## src/rtl/write_guard_monitor_if.sv

```systemverilog
// Write request and alert drain bundle for write_guard_monitor.
// master = write source / alert consumer, slave = monitor.
interface write_guard_monitor_if #(
  parameter int ID_W   = 2,
  parameter int ADDR_W = 4,
  parameter int DATA_W = 4
);
  logic              wr_valid;
  logic [ID_W-1:0]   wr_id;
  logic [ADDR_W-1:0] wr_addr;
  logic [DATA_W-1:0] wr_data;
  logic              alert_valid;
  logic              alert_ready;
  logic [ID_W-1:0]   alert_id;
  logic [ADDR_W-1:0] alert_addr;
  logic [DATA_W-1:0] alert_data;
  logic [1:0]        alert_reason;

  modport master (
    output wr_valid, wr_id, wr_addr, wr_data,
    output alert_ready,
    input  alert_valid, alert_id, alert_addr,
    input  alert_data, alert_reason
  );

  modport slave (
    input  wr_valid, wr_id, wr_addr, wr_data,
    input  alert_ready,
    output alert_valid, alert_id, alert_addr,
    output alert_data, alert_reason
  );
endinterface

```

## src/rtl/write_guard_monitor.sv

```systemverilog
// Per-module address window guard with lockout and
// a first-word fall-through alert FIFO.
module write_guard_monitor #(
  parameter int ID_W        = 2,
  parameter int ADDR_W      = 4,
  parameter int DATA_W      = 4,
  parameter int FIFO_DEPTH  = 4,
  parameter int CNT_W       = 4,
  parameter int LOCK_THRESH = 3
) (
  input  logic                   clk,
  input  logic                   rst_n,
  input  logic                   enforce,
  input  logic                   cfg_we,
  input  logic [ID_W-1:0]        cfg_id,
  input  logic [ADDR_W-1:0]      cfg_lo,
  input  logic [ADDR_W-1:0]      cfg_hi,
  write_guard_monitor_if.slave   bus,
  output logic                   wr_pass,
  output logic                   wr_block,
  output logic [(1<<ID_W)-1:0]   locked,
  output logic [7:0]             drop_cnt
);
  localparam int NUM_MOD = 1 << ID_W;
  localparam int PTR_W   = $clog2(FIFO_DEPTH);
  localparam int OCC_W   = PTR_W + 1;

  typedef struct packed {
    logic [ID_W-1:0]   id;
    logic [ADDR_W-1:0] addr;
    logic [DATA_W-1:0] data;
    logic [1:0]        reason;
  } alert_t;

  logic [ADDR_W-1:0]  lo_q [NUM_MOD];
  logic [ADDR_W-1:0]  lo_d [NUM_MOD];
  logic [ADDR_W-1:0]  hi_q [NUM_MOD];
  logic [ADDR_W-1:0]  hi_d [NUM_MOD];
  logic [CNT_W-1:0]   cnt_q [NUM_MOD];
  logic [CNT_W-1:0]   cnt_d [NUM_MOD];
  logic [NUM_MOD-1:0] lock_q, lock_d;
  alert_t             mem_q [FIFO_DEPTH];
  alert_t             mem_d [FIFO_DEPTH];
  logic [PTR_W-1:0]   wp_q, wp_d, rp_q, rp_d;
  logic [OCC_W-1:0]   occ_q, occ_d;
  logic [7:0]         drop_q, drop_d;
  logic               pass_q, pass_d;
  logic               block_q, block_d;

  logic               lock_hit, oow, viol;
  logic               full, pop, push_ok;
  logic [CNT_W-1:0]   inc;
  alert_t             entry, head;

  always_comb begin
    lock_hit = lock_q[bus.wr_id];
    // lo>hi needs no special case: any addr is <lo or >hi
    oow = (bus.wr_addr < lo_q[bus.wr_id]) ||
          (bus.wr_addr > hi_q[bus.wr_id]);
    viol = bus.wr_valid && (lock_hit || oow);
    entry.id     = bus.wr_id;
    entry.addr   = bus.wr_addr;
    entry.data   = bus.wr_data;
    entry.reason = lock_hit ? 2'b10 : 2'b01;
    inc = (cnt_q[bus.wr_id] == '1) ? cnt_q[bus.wr_id]
                                   : cnt_q[bus.wr_id] + 1'b1;
    pass_d  = bus.wr_valid && !viol;
    block_d = viol && enforce;

    lo_d   = lo_q;
    hi_d   = hi_q;
    cnt_d  = cnt_q;
    lock_d = lock_q;
    for (int i = 0; i < NUM_MOD; i++) begin
      if (viol && bus.wr_id == ID_W'(i)) begin
        cnt_d[i] = inc;
        if (inc == CNT_W'(LOCK_THRESH)) lock_d[i] = 1'b1;
      end
      // reconfiguration overrides same-cycle bookkeeping
      if (cfg_we && cfg_id == ID_W'(i)) begin
        lo_d[i]   = cfg_lo;
        hi_d[i]   = cfg_hi;
        cnt_d[i]  = '0;
        lock_d[i] = 1'b0;
      end
    end

    full    = occ_q == OCC_W'(FIFO_DEPTH);
    pop     = (occ_q != '0) && bus.alert_ready;
    push_ok = viol && (!full || pop);
    mem_d   = mem_q;
    if (push_ok) mem_d[wp_q] = entry;
    wp_d  = push_ok ? wp_q + 1'b1 : wp_q;
    rp_d  = pop ? rp_q + 1'b1 : rp_q;
    occ_d = occ_q + OCC_W'(push_ok) - OCC_W'(pop);
    drop_d = drop_q;
    if (viol && full && !pop && drop_q != 8'hff)
      drop_d = drop_q + 8'd1;
  end

  always_ff @(posedge clk or negedge rst_n) begin
    if (!rst_n) begin
      for (int i = 0; i < NUM_MOD; i++) begin
        lo_q[i]  <= '0;
        hi_q[i]  <= '1;
        cnt_q[i] <= '0;
      end
      for (int i = 0; i < FIFO_DEPTH; i++) mem_q[i] <= '0;
      lock_q  <= '0;
      wp_q    <= '0;
      rp_q    <= '0;
      occ_q   <= '0;
      drop_q  <= '0;
      pass_q  <= 1'b0;
      block_q <= 1'b0;
    end else begin
      lo_q    <= lo_d;
      hi_q    <= hi_d;
      cnt_q   <= cnt_d;
      mem_q   <= mem_d;
      lock_q  <= lock_d;
      wp_q    <= wp_d;
      rp_q    <= rp_d;
      occ_q   <= occ_d;
      drop_q  <= drop_d;
      pass_q  <= pass_d;
      block_q <= block_d;
    end
  end

  assign head             = mem_q[rp_q];
  assign bus.alert_valid  = occ_q != '0;
  assign bus.alert_id     = bus.alert_valid ? head.id : '0;
  assign bus.alert_addr   = bus.alert_valid ? head.addr : '0;
  assign bus.alert_data   = bus.alert_valid ? head.data : '0;
  assign bus.alert_reason = bus.alert_valid ? head.reason : '0;
  assign wr_pass          = pass_q;
  assign wr_block         = block_q;
  assign locked           = lock_q;
  assign drop_cnt         = drop_q;
endmodule

```

## src/flat_wrapper.sv

```systemverilog
// flat-port wrapper written by rule: the top's interface ports become plain ports
module write_guard_monitor_flat 
#(
  parameter int ID_W        = 2,
  parameter int ADDR_W      = 4,
  parameter int DATA_W      = 4,
  parameter int FIFO_DEPTH  = 4,
  parameter int CNT_W       = 4,
  parameter int LOCK_THRESH = 3
)
  (clk, rst_n, enforce, cfg_we, cfg_id, cfg_lo, cfg_hi, wr_pass, wr_block, locked, drop_cnt, bus_wr_valid, bus_wr_id, bus_wr_addr, bus_wr_data, bus_alert_ready, bus_alert_valid, bus_alert_id, bus_alert_addr, bus_alert_data, bus_alert_reason);
  write_guard_monitor_if #(.ID_W(ID_W), .ADDR_W(ADDR_W), .DATA_W(DATA_W)) bus_i ();
  input  logic clk;
  input  logic rst_n;
  input  logic enforce;
  input  logic cfg_we;
  input  logic [ID_W-1:0] cfg_id;
  input  logic [ADDR_W-1:0] cfg_lo;
  input  logic [ADDR_W-1:0] cfg_hi;
  output logic wr_pass;
  output logic wr_block;
  output logic [(1<<ID_W)-1:0] locked;
  output logic [7:0] drop_cnt;
  input wire logic [$bits(bus_i.wr_valid)-1:0] bus_wr_valid;
  input wire logic [$bits(bus_i.wr_id)-1:0] bus_wr_id;
  input wire logic [$bits(bus_i.wr_addr)-1:0] bus_wr_addr;
  input wire logic [$bits(bus_i.wr_data)-1:0] bus_wr_data;
  input wire logic [$bits(bus_i.alert_ready)-1:0] bus_alert_ready;
  output wire logic [$bits(bus_i.alert_valid)-1:0] bus_alert_valid;
  output wire logic [$bits(bus_i.alert_id)-1:0] bus_alert_id;
  output wire logic [$bits(bus_i.alert_addr)-1:0] bus_alert_addr;
  output wire logic [$bits(bus_i.alert_data)-1:0] bus_alert_data;
  output wire logic [$bits(bus_i.alert_reason)-1:0] bus_alert_reason;
  assign bus_i.wr_valid = bus_wr_valid;
  assign bus_i.wr_id = bus_wr_id;
  assign bus_i.wr_addr = bus_wr_addr;
  assign bus_i.wr_data = bus_wr_data;
  assign bus_i.alert_ready = bus_alert_ready;
  assign bus_alert_valid = bus_i.alert_valid;
  assign bus_alert_id = bus_i.alert_id;
  assign bus_alert_addr = bus_i.alert_addr;
  assign bus_alert_data = bus_i.alert_data;
  assign bus_alert_reason = bus_i.alert_reason;
  write_guard_monitor #(.ID_W(ID_W), .ADDR_W(ADDR_W), .DATA_W(DATA_W), .FIFO_DEPTH(FIFO_DEPTH), .CNT_W(CNT_W), .LOCK_THRESH(LOCK_THRESH)) u_core (.clk(clk), .rst_n(rst_n), .enforce(enforce), .cfg_we(cfg_we), .cfg_id(cfg_id), .cfg_lo(cfg_lo), .cfg_hi(cfg_hi), .bus(bus_i), .wr_pass(wr_pass), .wr_block(wr_block), .locked(locked), .drop_cnt(drop_cnt));
endmodule
```

## config.mk

```make
export PLATFORM = sky130hd
export DESIGN_NAME = write_guard_monitor_flat
export DESIGN_NICKNAME = d
export VERILOG_FILES = /design/src/rtl/write_guard_monitor_if.sv /design/src/rtl/write_guard_monitor.sv /design/src/flat_wrapper.sv
export SDC_FILE = /design/constraint.sdc
export NUM_CORES = 1
export LEC_CHECK = 0
export ABC_AREA = 1
export BUFFER_PORTS_ARGS = -buffer_cell sky130_fd_sc_hd__buf_2
export CAP_MARGIN = 10
export CORE_ASPECT_RATIO = 0.75
export CORE_MARGIN = 1.5
export CORE_UTILIZATION = 48
export CTS_BUF_LIST = sky130_fd_sc_hd__clkbuf_4
export CTS_CLUSTER_SIZE = 14
export DETAILED_ROUTE_END_ITERATION = 12
export PLACE_DENSITY = 0.66
export SLEW_MARGIN = 25
export SYNTH_ARGS = -nofsm -noshare
export SYNTH_HDL_FRONTEND = slang
export SYNTH_SLANG_ARGS = --single-unit
```

## constraint.sdc

```tcl
create_clock -name clk -period 7.9 [get_ports clk]
set_input_delay 0.79 -clock clk [delete_from_list [all_inputs] [get_ports clk]]
set_output_delay 0.79 -clock clk [all_outputs]
set_load 0.05 [all_outputs]
```

Word-level counts from Yosys, hierarchy flattened
Index checks and enable logic that the tools add are counted.
{"block": "classes", "n_addsub": 6, "multipliers": 0, "div": 0, "order_cmp": 7, "n_eq_ne": 10, "shifts": 0, "muxes": 40, "bitwise": 3, "n_reduce_logical": 38}
{"op": "2-to-1 mux 4 bit", "n": 17}
{"op": "bitwise mux 48 bit", "n": 1}
{"op": "2-to-1 mux 12 bit", "n": 3}
{"op": "binary-select mux 12 bit (select 2 bit)", "n": 1}
{"op": "binary-select mux 4 bit (select 2 bit)", "n": 3}
{"op": "demux 12 bit (select 2 bit)", "n": 1}
{"op": "logical AND 1 bit", "n": 17}
{"op": "nonzero test 2 bit", "n": 8}
{"op": "2-to-1 mux 1 bit", "n": 10}
{"op": "greater-or-equal comparator 3 bit, second input constant", "n": 3}
{"op": "NOT 2 -> 3 bit", "n": 3}
{"op": "adder 8 x 1 -> 8 bit, second input constant", "n": 1}
{"op": "equality test 2 bit, second input constant", "n": 4}
{"op": "!= test 8 bit, second input constant", "n": 1}
{"op": "AND reduction 2 bit", "n": 4}
{"op": "2-to-1 mux 2 bit", "n": 3}
{"op": "adder 2 x 1 -> 2 bit, second input constant", "n": 2}
{"op": "adder 4 x 1 -> 4 bit, second input constant", "n": 1}
{"op": "equality test 2 x 1 -> 1 bit, second input constant", "n": 2}
{"op": "equality test 4 x 2 -> 1 bit, second input constant", "n": 1}
{"op": "equality test 4 bit, second input constant", "n": 1}
{"op": "greater-than comparator 4 bit", "n": 1}
{"op": "logical NOT 2 bit", "n": 2}
{"op": "< comparator 4 bit", "n": 1}
{"op": "9 further kinds", "n": 13}
{"block": "word_totals", "reg_bits": 117, "latchBits": 0, "mem_bits_rw": 0, "rom_bits": 0, "in_bits": 26, "out_inout_bits": 27, "word_cells": 142, "n_memories": 0}

Logic depth before layout (Yosys ltp)
Gate-level depths: netlist of the first run.
{"block": "logic_depth", "ltp_word": 11, "depth_mapped": 17, "ltp_nobuf": 16}

Worst setup path after synthesis of the first run
No wires, ideal clock.
{"block": "synth_path", "path_type": "input-to-reg", "from": "in bus_wr_id[1]", "to": "reg u_core.occ_q[2]", "setup_time_ps": 122, "arrival_ps": 3235, "required_ps": 7778, "setup_slack_ps": 4542, "path_stages": 16, "n_path_buf": 1, "cell_sequence": "buf_6 > inv_2 > nand2_1 > clkinv_1 > a22o_1 > a221oi_1 > ha_1 > a21oi_1 > o21ai_0 > a21oi_2 > nand2_4 > nand2_1 > nor2_2 > ha_1 > fa_1 > xnor2_1"}
{"block": "synth_via", "elab_chain_cells": 11, "elab_cells_between_ends": 17, "cone_classes": "2 x add/sub; 2 x order compare; 8 x mux; 1 x bitwise; 4 x reduce/logical"}
{"element": "from (decl)", "line": "flat_wrapper.sv:25", "text": "input wire logic [$bits(bus_i.wr_id)-1:0] bus_wr_id;"}
{"element": "NOT 2 -> 3 bit (not written as such)", "line": "write_guard_monitor.sv:58, write_guard_monitor.sv:59"}
{"element": "binary-select mux 4 bit (select 2 bit) (on tied branches)", "line": "write_guard_monitor.sv:58, write_guard_monitor.sv:59"}
{"element": "2-to-1 mux 4 bit (on tied branches) (2 in series)", "line": "write_guard_monitor.sv:58, write_guard_monitor.sv:59"}
{"element": "< comparator 4 bit / greater-than comparator 4 bit (equally long branches)", "line": "write_guard_monitor.sv:58, write_guard_monitor.sv:59"}
{"element": "logical OR 1 bit", "line": "write_guard_monitor.sv:58", "text": "oow = (bus.wr_addr < lo_q[bus.wr_id]) ||"}
{"element": "logical OR 1 bit (*)", "line": "write_guard_monitor.sv:60", "text": "viol = bus.wr_valid && (lock_hit || oow);"}
{"element": "logical AND 1 bit (*)", "line": "write_guard_monitor.sv:60"}
{"element": "logical AND 1 bit (*)", "line": "write_guard_monitor.sv:90", "text": "push_ok = viol && (!full || pop);"}
{"element": "net u_core.push_ok", "line": "write_guard_monitor.sv:51", "text": "logic full, pop, push_ok;"}
{"element": "adder 3 x 1 -> 3 bit (*)", "line": "write_guard_monitor.sv:95", "text": "occ_d = occ_q + OCC_W'(push_ok) - OCC_W'(pop);"}
{"element": "subtractor 3 x 1 -> 3 bit (*)", "line": "write_guard_monitor.sv:95"}
{"element": "net u_core.occ_d[2]", "line": "write_guard_monitor.sv:45", "text": "logic [OCC_W-1:0] occ_q, occ_d;"}
{"element": "to (signal assigned)", "line": "write_guard_monitor.sv:112", "text": "occ_q <= '0;"}
{"element": "to (signal assigned)", "line": "write_guard_monitor.sv:124", "text": "occ_q <= occ_d;"}
{"element": "to (decl)", "line": "write_guard_monitor.sv:45"}
Mark *: on every way through the listed nets, which the timed path passes. The rest lies on a longest branch. The select of a mux whose other input is x is not followed.
A chain may end at the register's enable or synchronous reset.

Final worst setup path of the first run
{"block": "layout_path", "from": "in bus_wr_id[0]", "to": "reg u_core.occ_q[2]"}
Same word-level chain as after synthesis.

==> impl_results.md, run 1 <==
- #FFs+latches synth: 117
- Root buffer cell: clkbuf_4
- Worst slew pin tran: roughly 0.85 ns
- Vias per inst: 5.30
- Synthesized area per cell: about 8.4 um2
- Hold-fix buffers at CTS: 0
- Die Span X: 130 um
- GR Overflow Total: 0
- DIE HEIGHT: slightly below 100 um
- Yosys top cell area share: ~44%
- HP Class: input port to asynchronous set/reset pin
- Max incr delay on CP: approximately 0.70 ns
- Min cycle time layout: 3.51 ns
- # fillers: 1152
- Diodes inserted: 0
- GRT Overall Usage: 23.7%
- Cell area after synthesis: a little under 6000 um2
- Gpl congestion: 0.940
- CTS H-tree lvls: 4
- Critical Path Sink Type: register
- Tcrit/Tclk final: 44.4%
- DR pass1 iterations: 5
- Peak VDD IR: 0.187 mV
- Number of DRC markers in iteration 0: about 500
- Post-synthesis cell count: 690
- Total clock sinks: 117
- First-pass GRT wire length: 23500 um
- Clk slew on worst S/H paths: 0.11 ns
- Syn_nets: 732
- Cell mode on critical path: ha_1
- Post-synth top area cell: dfrtp_1
- Initial core utilization: 49.5%
- IO buf count: 52
- Synth area leaders: dfrtp_1, nand2_1, dfstp_2
- Setup violators final: 0
- Clock skew: 0.0172 ns
- Final Power: 0.00227 W
- CTS tree: built
- Post-DP HPWL: 9070 um
- Critical path arrival: 3.91 ns
- CP max-delay cell: nor2_1
- Most frequent cells in the layout: nand2_1, dfrtp_1, o21ai_0
- Largest net degree at the start of global routing: 55
- Worst path cell trace: buf_2 -> nor2_1 -> a22o_1 -> a221oi_1 -> ha_1 -> a21oi_1 -> o21ai_0 -> a21oi_2 -> nand2_4 -> nand2_1 -> nor2_2 -> ha_1 -> fa_1 -> xnor2_1
- Core area: 11700 um2
- Peak Freq: 285 MHz
- P&R area growth vs syn: 9.90%
- Clock latency on the worst-skew pair: 0.53 ns
- Max-Cap Viols: 0
- Post-synthesis sequential area ratio: between 50% and 60%
- Die area: between 10000 and 15000 um2
- Placed instance count: 875
- Critical path required time: 8.30 ns
- Vias in the first global route: between 4000 and 5000
- Register area: 2950 um2
- Yosys cell types: 34
- Crit Path Max Fanout: 15
- Wirelength, routed: 13500 um
- Deepest clock path buffer count: 2
- Layout Cells excl Fill: 907
- Nets: 774
- Max-slew violations: 0
- Routed WL per cell: 14.9 um
- Via count: roughly 4800
- Critical path type: input port to register
- Slew HR: between 40% and 50%
- Status: complete, no violations
- Hold Vio Cnt, Final: 0
- Cts bufs inserted: 17
- Setup Fix Bufs, Post-CTS: 0
- Reg2reg path depth: 12
- Initial antenna violation count: 0
- FP Rows: 34
- IO Count: 53
- Area of the multi-input gates: 2420 um2
- PwrDens: 359 nW/um2
- Startpoint types: input port
- RSZ-0062 raised after global routing: no
- Leak: 3.12 nW
- # DRC: 0
- Most common cell after layout, fill and taps aside: nand2_1
- Layout cells sized above 1: 16.0%
- Yosys warning count: 0
- Setup tns final: 0 ns
- Cts repair resizes: 0
- ANT nets after route: 0
-- where the power goes --
part | leakage (nW) | switching [W] | internal, W | total, W
registers | 1.46 | 0.000119 | 0.000793 | 0.000912
logic | 1.52 | 0.000697 | 0.000280 | 0.000977
clock network | 0.139 | 0.000226 | 0.000161 | 0.000386
total | 3.12 | 0.00104 | 0.00123 | 0.00227
-- sequential cells by signal, indices dropped and copies added, names as in the netlist --
name / cells
u_core.cnt_q: 16
u_core.wp_q: 2
u_core.occ_q: 3
u_core.hi_q: 16
u_core.drop_cnt: 8
u_core.lo_q: 16
u_core.wr_pass: 1
u_core.wr_block: 1
u_core.locked: 4
u_core.rp_q: 2
u_core.mem_q: 48
-- cell usage after synthesis, drive strengths merged --
cell and count:
xnor2 4, clkbuf 15, fa 1, nand3b 1, a22o 6, clkinv 2
nor2 60, nand4 12, nand3 36, ha 15, o21ai 124, dfstp 16
nand2 179, o211ai 1, and2 2, nor3 7, a21oi 18, a221oi 6
dfrtp 101, xor2 7, inv 60, buf 17
-- metrics by stage --
stage	hold WS [ns]	cell area, um2	util, %	setup slack [ns]
floorplan	0.453	5770	-	4.54
global placement	0.466	6080	52.1	4.02
detailed placement	0.473	6100	52.3	3.91
CTS	0.178	6340	54.4	4.45
global route	0.166	6340	54.4	4.15
finish	0.171	6340	54.4	4.39
-- layer usage --
metal / vias to the layer above / track usage (%) / part of all wire [%]
li1: 2355 / - / -
met1: 2295 / 34.4 / 48
met2: 140 / 36.1 / 45
met3: 16 / 4.60 / 5.7
met4: 0 / 7.35 / 1.4
met5: - / 0 / 0
-- final cells by class --
class,count,share of cell area (%)
multi-input cells,479,38.1
flip-flops and latches,117,46.5
well taps,162,3.20
clock buffers,20,2.37
inverters,62,3.67
clock inverters,12,1.40
repair buffers,55,4.70
-- final timing paths --
| check | startpoint | endpoint | slack (ns) |
|---|---|---|---|
| worst max-delay path | bus_wr_id[0] | u_core.occ_q[2] | 4.39 |
| worst min-delay path | rst_n | u_core.lo_q[0] | 0.17 |
| worst max register to register | u_core.hi_q[13] | u_core.occ_q[2] | 5.07 |
| worst min register to register | u_core.mem_q[26] | u_core.mem_q[26] | 0.50 |
| max in group asynchronous | rst_n | u_core.hi_q[13] | 6.43 |
| min in group clk | enforce | u_core.wr_block | 0.48 |
-- critical path, delay by kind of cell --
kind / cells / cell delay (ns)
buffers and inverters: 1 / 0.20
and+or+nand+nor: 4 / 1.09
xor gates and xnor gates: 1 / 0.14
AOI/OAI and AO/OA: 5 / 0.74
adders and majority gates: 3 / 0.93
-- cells by family (layout without fill, tap and decap cells) --
kind of cell | count (synthesis) | after routing | share of synthesized area, %
buffers and inverters | 94 | 149 | 6.97
flip-flops | 117 | 117 | 51.1
AO/OA/AOI/OAI | 155 | 155 | 14.6
AND/OR/NAND/NOR | 297 | 297 | 22.0
XOR/XNOR | 11 | 11 | 1.67
adder cells (fa/ha/maj) | 16 | 16 | 3.60
Note: power is estimated with default switching activity, not from simulation.
==> run 2, diff against run 1 <==
Clock period 7.9 ns to 3.3 ns, I/O delays scaled along.
==> impl_results.md, run 2 (synthesized netlist as in run 1, its figures left out) <==
- # DRC: 0 (unchanged)
- Critical path required time: 3.71 ns (-4.59 ns)
- Slew HR: 46.0% (+3.2 points)
- Initial core utilization: 49.5% (unchanged)
- Max reg flops: 48 (unchanged)
- Crit Path Max Fanout: 4 (-11)
- Critical path type: register to register
- Hold endpoint: u_core.hi_q[13]
- Seq pwr share: 37.0% (-3.1 points)
- Initial antenna violation count: 0 (unchanged)
- Leak: 3.24 nW (+3.7%)
- Post-DP HPWL: 9610 um (+5.9%)
- Gpl congestion: 0.911 (-3.2%)
- Largest net degree at the start of global routing: 86 (+56%)
- Routed WL per cell: 15.3 um (+2.3%)
- Power share of the clock group: 21.8% (+4.8 points)
- HP Class: input port to register
- Placed instance count: 890 (+1.7%)
- Root buffer cell: clkbuf_4
- Hold Vio Cnt, Final: 0 (unchanged)
- DR pass1 iterations: 5 (unchanged)
- Wirelength, routed: 14100 um (+4.2%)
- Deepest clock path buffer count: 2 (unchanged)
- FP Rows: 34 (unchanged)
- Layout cells sized above 1: 17.6% (+1.6 points)
- Clk slew on worst S/H paths: 0.12 ns (about the same)
- Max-Cap Viols: 0 (unchanged)
- CTS tree: built
- IO buf count: 52 (unchanged)
- Setup tns final: 0 ns (unchanged)
- Die area: 12700 um2 (unchanged)
- Setup violators final: 0 (unchanged)
- Clock skew: 0.0204 ns (+0.00323 ns)
- CP max-delay cell: dfstp_2
- Cts bufs inserted: 17 (unchanged)
- Reg2reg path depth: 12 (unchanged)
- Min cycle time layout: 2.85 ns
- Worst flop-to-flop path endpoint: u_core.occ_q[2]
- Worst path cell trace: a22o_1 -> a221oi_1 -> ha_1 -> a21oi_1 -> o21ai_0 -> a21oi_2 -> nand2_4 -> nand2_1 -> nor2_2 -> ha_1 -> fa_1 -> xnor2_1
- Final Power: 0.00586 W (+160%)
- Critical Path Start: u_core.hi_q[15]
- Most frequent cells in the layout: nand2_1, dfrtp_1, o21ai_0
- Max incr delay on CP: 0.40 ns (-0.30 ns)
- IO Count: 53 (unchanged)
- Critical path arrival: 3.26 ns (-0.65 ns)
- Tcrit/Tclk final: between 80% and 90%
- First-pass GRT wire length: 24100 um (+2.4%)
- Clock latency on the worst-skew pair: 0.52 ns (about the same)
- Status: complete, no violations
- HP Start: cfg_hi[1]
- Peak VDD IR: 0.453 mV (+140%)
- Vias per inst: 5.28 (-0.35%)
- Net Switching: 0.00257 W (+150%)
- Final Core Density: 56.4% (+2.1 points)
- Peak Freq: 351 MHz
- GR Overflow Total: 0 (unchanged)
- RSZ-0062 raised after global routing: no
- Worst r2r src: u_core.hi_q[15]
- Sw Ratio: 43.9% (-1.9 points)
- Cts repair resizes: 0 (unchanged)
- Layout Cells excl Fill: 924 (+1.9%)
- PwrDens: 891 nW/um2 (+150%)
- CTS H-tree lvls: 4 (unchanged)
- Nets: 791 (+2.2%)
- Total clock sinks: 117 (unchanged)
- Most common cell after layout, fill and taps aside: nand2_1
- Internal power: 0.00329 W (+170%)
- P&R area growth vs syn: 14.1%
- Number of DRC markers in iteration 0: 423 (-16%)
- Vias in the first global route: 4806 (+1.3%)
- Pre-CTS WS: 0.149 ns (-3.76 ns)
- Largest reg by FF count: u_core.mem_q
- Core area: 11700 um2 (unchanged)
- Max-slew violations: 0 (unchanged)
- ANT nets after route: 0 (unchanged)
- Worst slew pin tran: 0.810 ns (-0.0451 ns)
- DIE HEIGHT: 97.9 um (unchanged)
- Hold Path Stages: 3
- Logic pwr share: 41.2% (-1.7 points)
- Cell mode on critical path: ha_1
- # fillers: 1097 (-4.8%)
- Critical Path Sink Type: register
- Diodes inserted: 0 (unchanged)
- PnR worst setup slack: 0.453 ns (-3.94 ns)
- Die Span X: 130 um (unchanged)
- Flop2flop setup slack: 0.45 ns (-4.62 ns)
- Via count: 4879 (+1.5%)
- Startpoint types: register
- GRT Overall Usage: 24.5% (+0.75 points)
==> run 2: cell types whose count changed in the layout (fill, tap and decap cells not counted), sizes merged <==
cell | previous run | this run
buf | 55 | 70
bufinv | 1 | 5
clkbuf | 20 | 17
clkinv | 11 | 9
dlygate4sd3 | 0 | 2
inv | 60 | 61
==> run 2: power by group through the flow <==
| stage | clock, W | combinational (W) | sequential [W] |
|---|---|---|---|
| 6_report | 0.00128 | 0.00242 | 0.00217 |
| 5_1_grt | 0.00136 | 0.00271 | 0.00222 |
| 4_1_cts | 0.00130 | 0.00243 | 0.00216 |
| 3_5_place_dp | 0 | 0.00242 | 0.00219 |
| 3_3_place_gp | 0 | 0.00235 | 0.00217 |
| 2_1_floorplan | 0 | 0.00174 | 0.00223 |
==> run 2: layout make-up <==
cell class | instances | area (um2) | share of cell area (%)
Clock buffer | 17 | 128 | 1.94
Clock inverter | 15 | 230 | 3.50
Inverter | 62 | 233 | 3.54
Multi-Input combinational cell | 479 | 2420 | 36.7
Sequential cell | 117 | 2950 | 44.8
Tap cell | 162 | 203 | 3.08
Timing Repair Buffer | 72 | 422 | 6.41
==> run 2: stage by stage <==
stage               hold slack [ns]  instance area [um2]
floorplan                    0.0344                 5770
CTS                          0.0246                 6570
global placement              0.466                 6200
finish                       0.0755                 6580
detailed placement            0.473                 6200
global route                 0.0459                 6580
==> run 2: critical path, delay by kind of cell, from the launching register on <==
family | cells | cell delay [ns]
flops | 1 | 0.40
simple gates | 3 | 0.28
xor+xnor | 1 | 0.14
compound gates | 5 | 0.97
fa+ha+maj | 3 | 0.96
==> run 2: worst max-delay path by stage <==
stage,to,slack (ns),cells past startpoint
after global placement,u_core.occ_q[2],0.32,16
after floorplan,u_core.occ_q[2],0.40,16
after CTS,u_core.occ_q[2],0.43,12
after global routing,u_core.occ_q[2],0.24,12
after detailed placement,u_core.occ_q[2],0.15,16
final,u_core.occ_q[2],0.45,12
==> run 2: repair_timing <==
action	in CTS	in global routing
hold buffers	1	1
endpoints found under the hold margin	1	75
buffers inserted	0	0
==> run 2: routing by layer <==
| metal | share of wire [%] | track usage, % |
|---|---|---|
| met3 | 5.7 | 5.86 |
| met4 | 1.2 | 7.52 |
| met2 | 46 | 36.6 |
| met5 | 0 | 0 |
| met1 | 47 | 35.3 |
==> run 3, diff against run 2 <==
Settings changed: ABC_AREA 1 to not set, PLACE_DENSITY 0.66 to 0.65.
==> impl_results.md, run 3 <==
- Yosys cell types: 45 (+32%)
- Setup violators final: 0 (unchanged)
- Setup tns final: 0 ns (unchanged)
- Synthesized area per cell: 14.3 um2 (+71%)
- Post-synthesis cell count: 423 (-39%)
- CP max-delay cell: mux4_2
- GR Overflow Total: 0 (unchanged)
- DIE HEIGHT: 100 um (+2.4%)
- Power share of the clock group: 19.8% (-2.0 points)
- Yosys warning count: 0 (unchanged)
- Clock latency on the worst-skew pair: 0.53 ns (about the same)
- Post-synth top area cell: dfrtp_1
- Max incr delay on CP: 0.44 ns (+0.04 ns)
- Syn_nets: 465 (-36%)
- Nets: 529 (-33%)
- Core area: 12300 um2 (+5.6%)
- Vias per inst: 5.42 (+2.6%)
- Die area: 13300 um2 (+4.8%)
- Net Switching: 0.00240 W (-7.0%)
- Worst slew pin tran: 0.735 ns (-0.0752 ns)
- Routed WL per cell: 18.0 um (+18%)
- Top cells by count, synth: dfrtp_1, mux2_2, mux2_4
- Tcrit/Tclk final: 89.0% (+2.7 points)
- Status: complete, no violations
- Top FF cell, synth: dfrtp_1
- First-pass GRT wire length: 20100 um (-17%)
- Cell area after synthesis: 6050 um2 (+5.0%)
- Seq pwr share: 36.4% (-0.6 points)
- Most numerous cell in the Yosys netlist: dfrtp_1
- Critical path type: register to register
- Yosys top cell area share: 41.8% (-2.1 points)
- Startpoint types: register
- CTS tree: built
- Cts repair resizes: 0 (unchanged)
- Gpl congestion: 0.762 (-16%)
- Wirelength, routed: 12000 um (-15%)
- HP Class: input port to register
- Max-Cap Viols: 0 (unchanged)
- Initial core utilization: 49.2% (-0.28 points)
- Final Power: 0.00629 W (+7.3%)
- Via count: 3608 (-26%)
- #FFs+latches synth: 117 (unchanged)
- Total clock sinks: 117 (unchanged)
- Leak: 3.26 nW (+0.63%)
- EDFF count, synth: 0 (unchanged)
- RSZ-0062 raised after global routing: no
- Layout Cells excl Fill: 666 (-28%)
- Internal power: 0.00390 W (+18%)
- P&R area growth vs syn: 13.5%
- Sw Ratio: 38.1% (-5.8 points)
- Cts bufs inserted: 17 (unchanged)
- Most frequent cells in the layout: dfrtp_1, buf_2, mux2_2
- FP Rows: 35 (+2.9%)
- # DRC: 0 (unchanged)
- Die Span X: 133 um (+2.4%)
- Critical path required time: 3.71 ns (about the same)
- Worst path cell trace: mux4_2 -> inv_1 -> ha_1 -> nor2b_1 -> o211ai_1 -> a21oi_4 -> o31a_1 -> buf_4 -> nand3_4 -> mux2_2
- Post-synthesis sequential area ratio: 48.7% (-2.4 points)
- Post-Route Hold Slack: 0.0698 ns (-0.00564 ns)
- Critical Path Sink Type: register
- Logic pwr share: 43.8% (+2.6 points)
- Pre-CTS WS: 0.0610 ns (-0.0884 ns)
- Crit Path Max Fanout: 12 (+8)
- IO Count: 53 (unchanged)
- Slew HR: 51.0% (+5.0 points)
- IO buf count: 52 (unchanged)
- Largest net degree at the start of global routing: 75 (-13%)
- Clk slew on worst S/H paths: 0.11 ns (about the same)
- Placed instance count: 632 (-29%)
- Max-slew violations: 0 (unchanged)
- Vias in the first global route: 3809 (-21%)
- CTS H-tree lvls: 4 (unchanged)
- ANT nets after route: 0 (unchanged)
- Most common cell after layout, fill and taps aside: dfrtp_1
- Peak Freq: 341 MHz (-3.0%)
- Critical path arrival: 3.35 ns (+0.09 ns)
- Clock skew: 0.0179 ns (-0.00250 ns)
- DR pass1 iterations: 4 (-1)
- Deepest clock path buffer count: 2 (unchanged)
- Fraction of registers with async set/reset: 100% (unchanged)
- Peak VDD IR: 0.529 mV (+17%)
- Layout cells sized above 1: 47.4% (+30 points)
- Diodes inserted: 0 (unchanged)
- Synth area leaders: dfrtp_1, mux2_4, mux2_2
- Max reg flops: 48 (unchanged)
- Largest reg by FF count: u_core.mem_q
- Hold Vio Cnt, Final: 0 (unchanged)
- Number of DRC markers in iteration 0: 128 (-70%)
- PnR worst setup slack: 0.364 ns (-0.0890 ns)
- GRT Overall Usage: 20.0% (-4.5 points)
- Post-DP HPWL: 8190 um (-15%)
- Initial antenna violation count: 0 (unchanged)
- Root buffer cell: clkbuf_4
- Min cycle time layout: 2.94 ns (+0.0890 ns)
- PwrDens: 916 nW/um2 (+2.7%)
## run 3: cell count changes after synthesis, sizes merged, moves of 6 or more
cell	delta
o21ai	-121
a221oi	-6
nand4	-9
nand2	-167
nor2	-44
nand3	-25
mux4	+23
inv	-42
mux2i	+20
and2	+15
mux2	+84
a22o	-6
and3	+6
a21oi	-11
## run 3: worst max-delay path: cells and delay by family (launching register included)
kind	cells	cell delay (ns)
simple gates	2	0.39
fa+ha+maj	1	0.23
buf+inv	2	0.26
mux	2	0.82
flops	1	0.39
compound gates	3	0.73
## run 3: cell type report
cell class / instances / area (um2)
multi-input combinational: 265 / 2900
tap: 166 / 208
timing repair buffer: 68 / 400
clock inverter: 14 / 209
clock buffer: 18 / 135
fill: 994 / 5440
sequential: 117 / 2950
inverter: 18 / 67.6
## run 3: path summary, 6_finish.rpt
check	startpoint	endpoint	slack, ns	cells past startpoint
setup / recovery	u_core.hi_q[5]	u_core.mem_q[46]	0.36	10
hold / removal	cfg_lo[1]	u_core.lo_q[13]	0.07	2
setup reg to reg	u_core.hi_q[5]	u_core.mem_q[46]	0.36	10
hold reg to reg	u_core.mem_q[9]	u_core.mem_q[9]	0.51	1
max in group asynchronous	rst_n	u_core.mem_q[23]	2.17	3
min in group asynchronous	rst_n	u_core.cnt_q[10]	0.35	2
## run 3: cells by family after synthesis
kind of cell | synth area share [%]
AOI/OAI and AO/OA | 3.87
muxes | 29.9
and+or+nand+nor | 8.50
xor gates and xnor gates | 1.74
adders and majority gates | 3.43
buffers and inverters | 3.91
DFF | 48.7
## run 3: power by group through the flow
stage / Clock (W) / Sequential (W) / Combinational [W]
3_3_place_gp: 0 / 0.00229 / 0.00272
2_1_floorplan: 0 / 0.00229 / 0.00224
6_report: 0.00124 / 0.00229 / 0.00276
5_1_grt: 0.00134 / 0.00236 / 0.00296
3_5_place_dp: 0 / 0.00231 / 0.00279
4_1_cts: 0.00128 / 0.00229 / 0.00279
## run 3: per-stage QoR
stage	utilization, %	cell area (um2)
6_report	55.8	6870
2_1_floorplan	-	6130
4_1_cts	55.8	6870
3_3_place_gp	52.9	6510
5_1_grt	55.8	6870
3_5_place_dp	52.9	6510
## run 3: repair_timing
action	CTS	global route
hold buffers	2	0
setup endpoints to repair	0	0
setup buffers	0	0
hold endpoints to repair	28	0
## run 3: metal layers
layer,track usage [%],share of wire (%)
met1,27.3,48
met2,30.8,46
met3,4.70,3.9
met4,8.96,2.0
met5,0,0
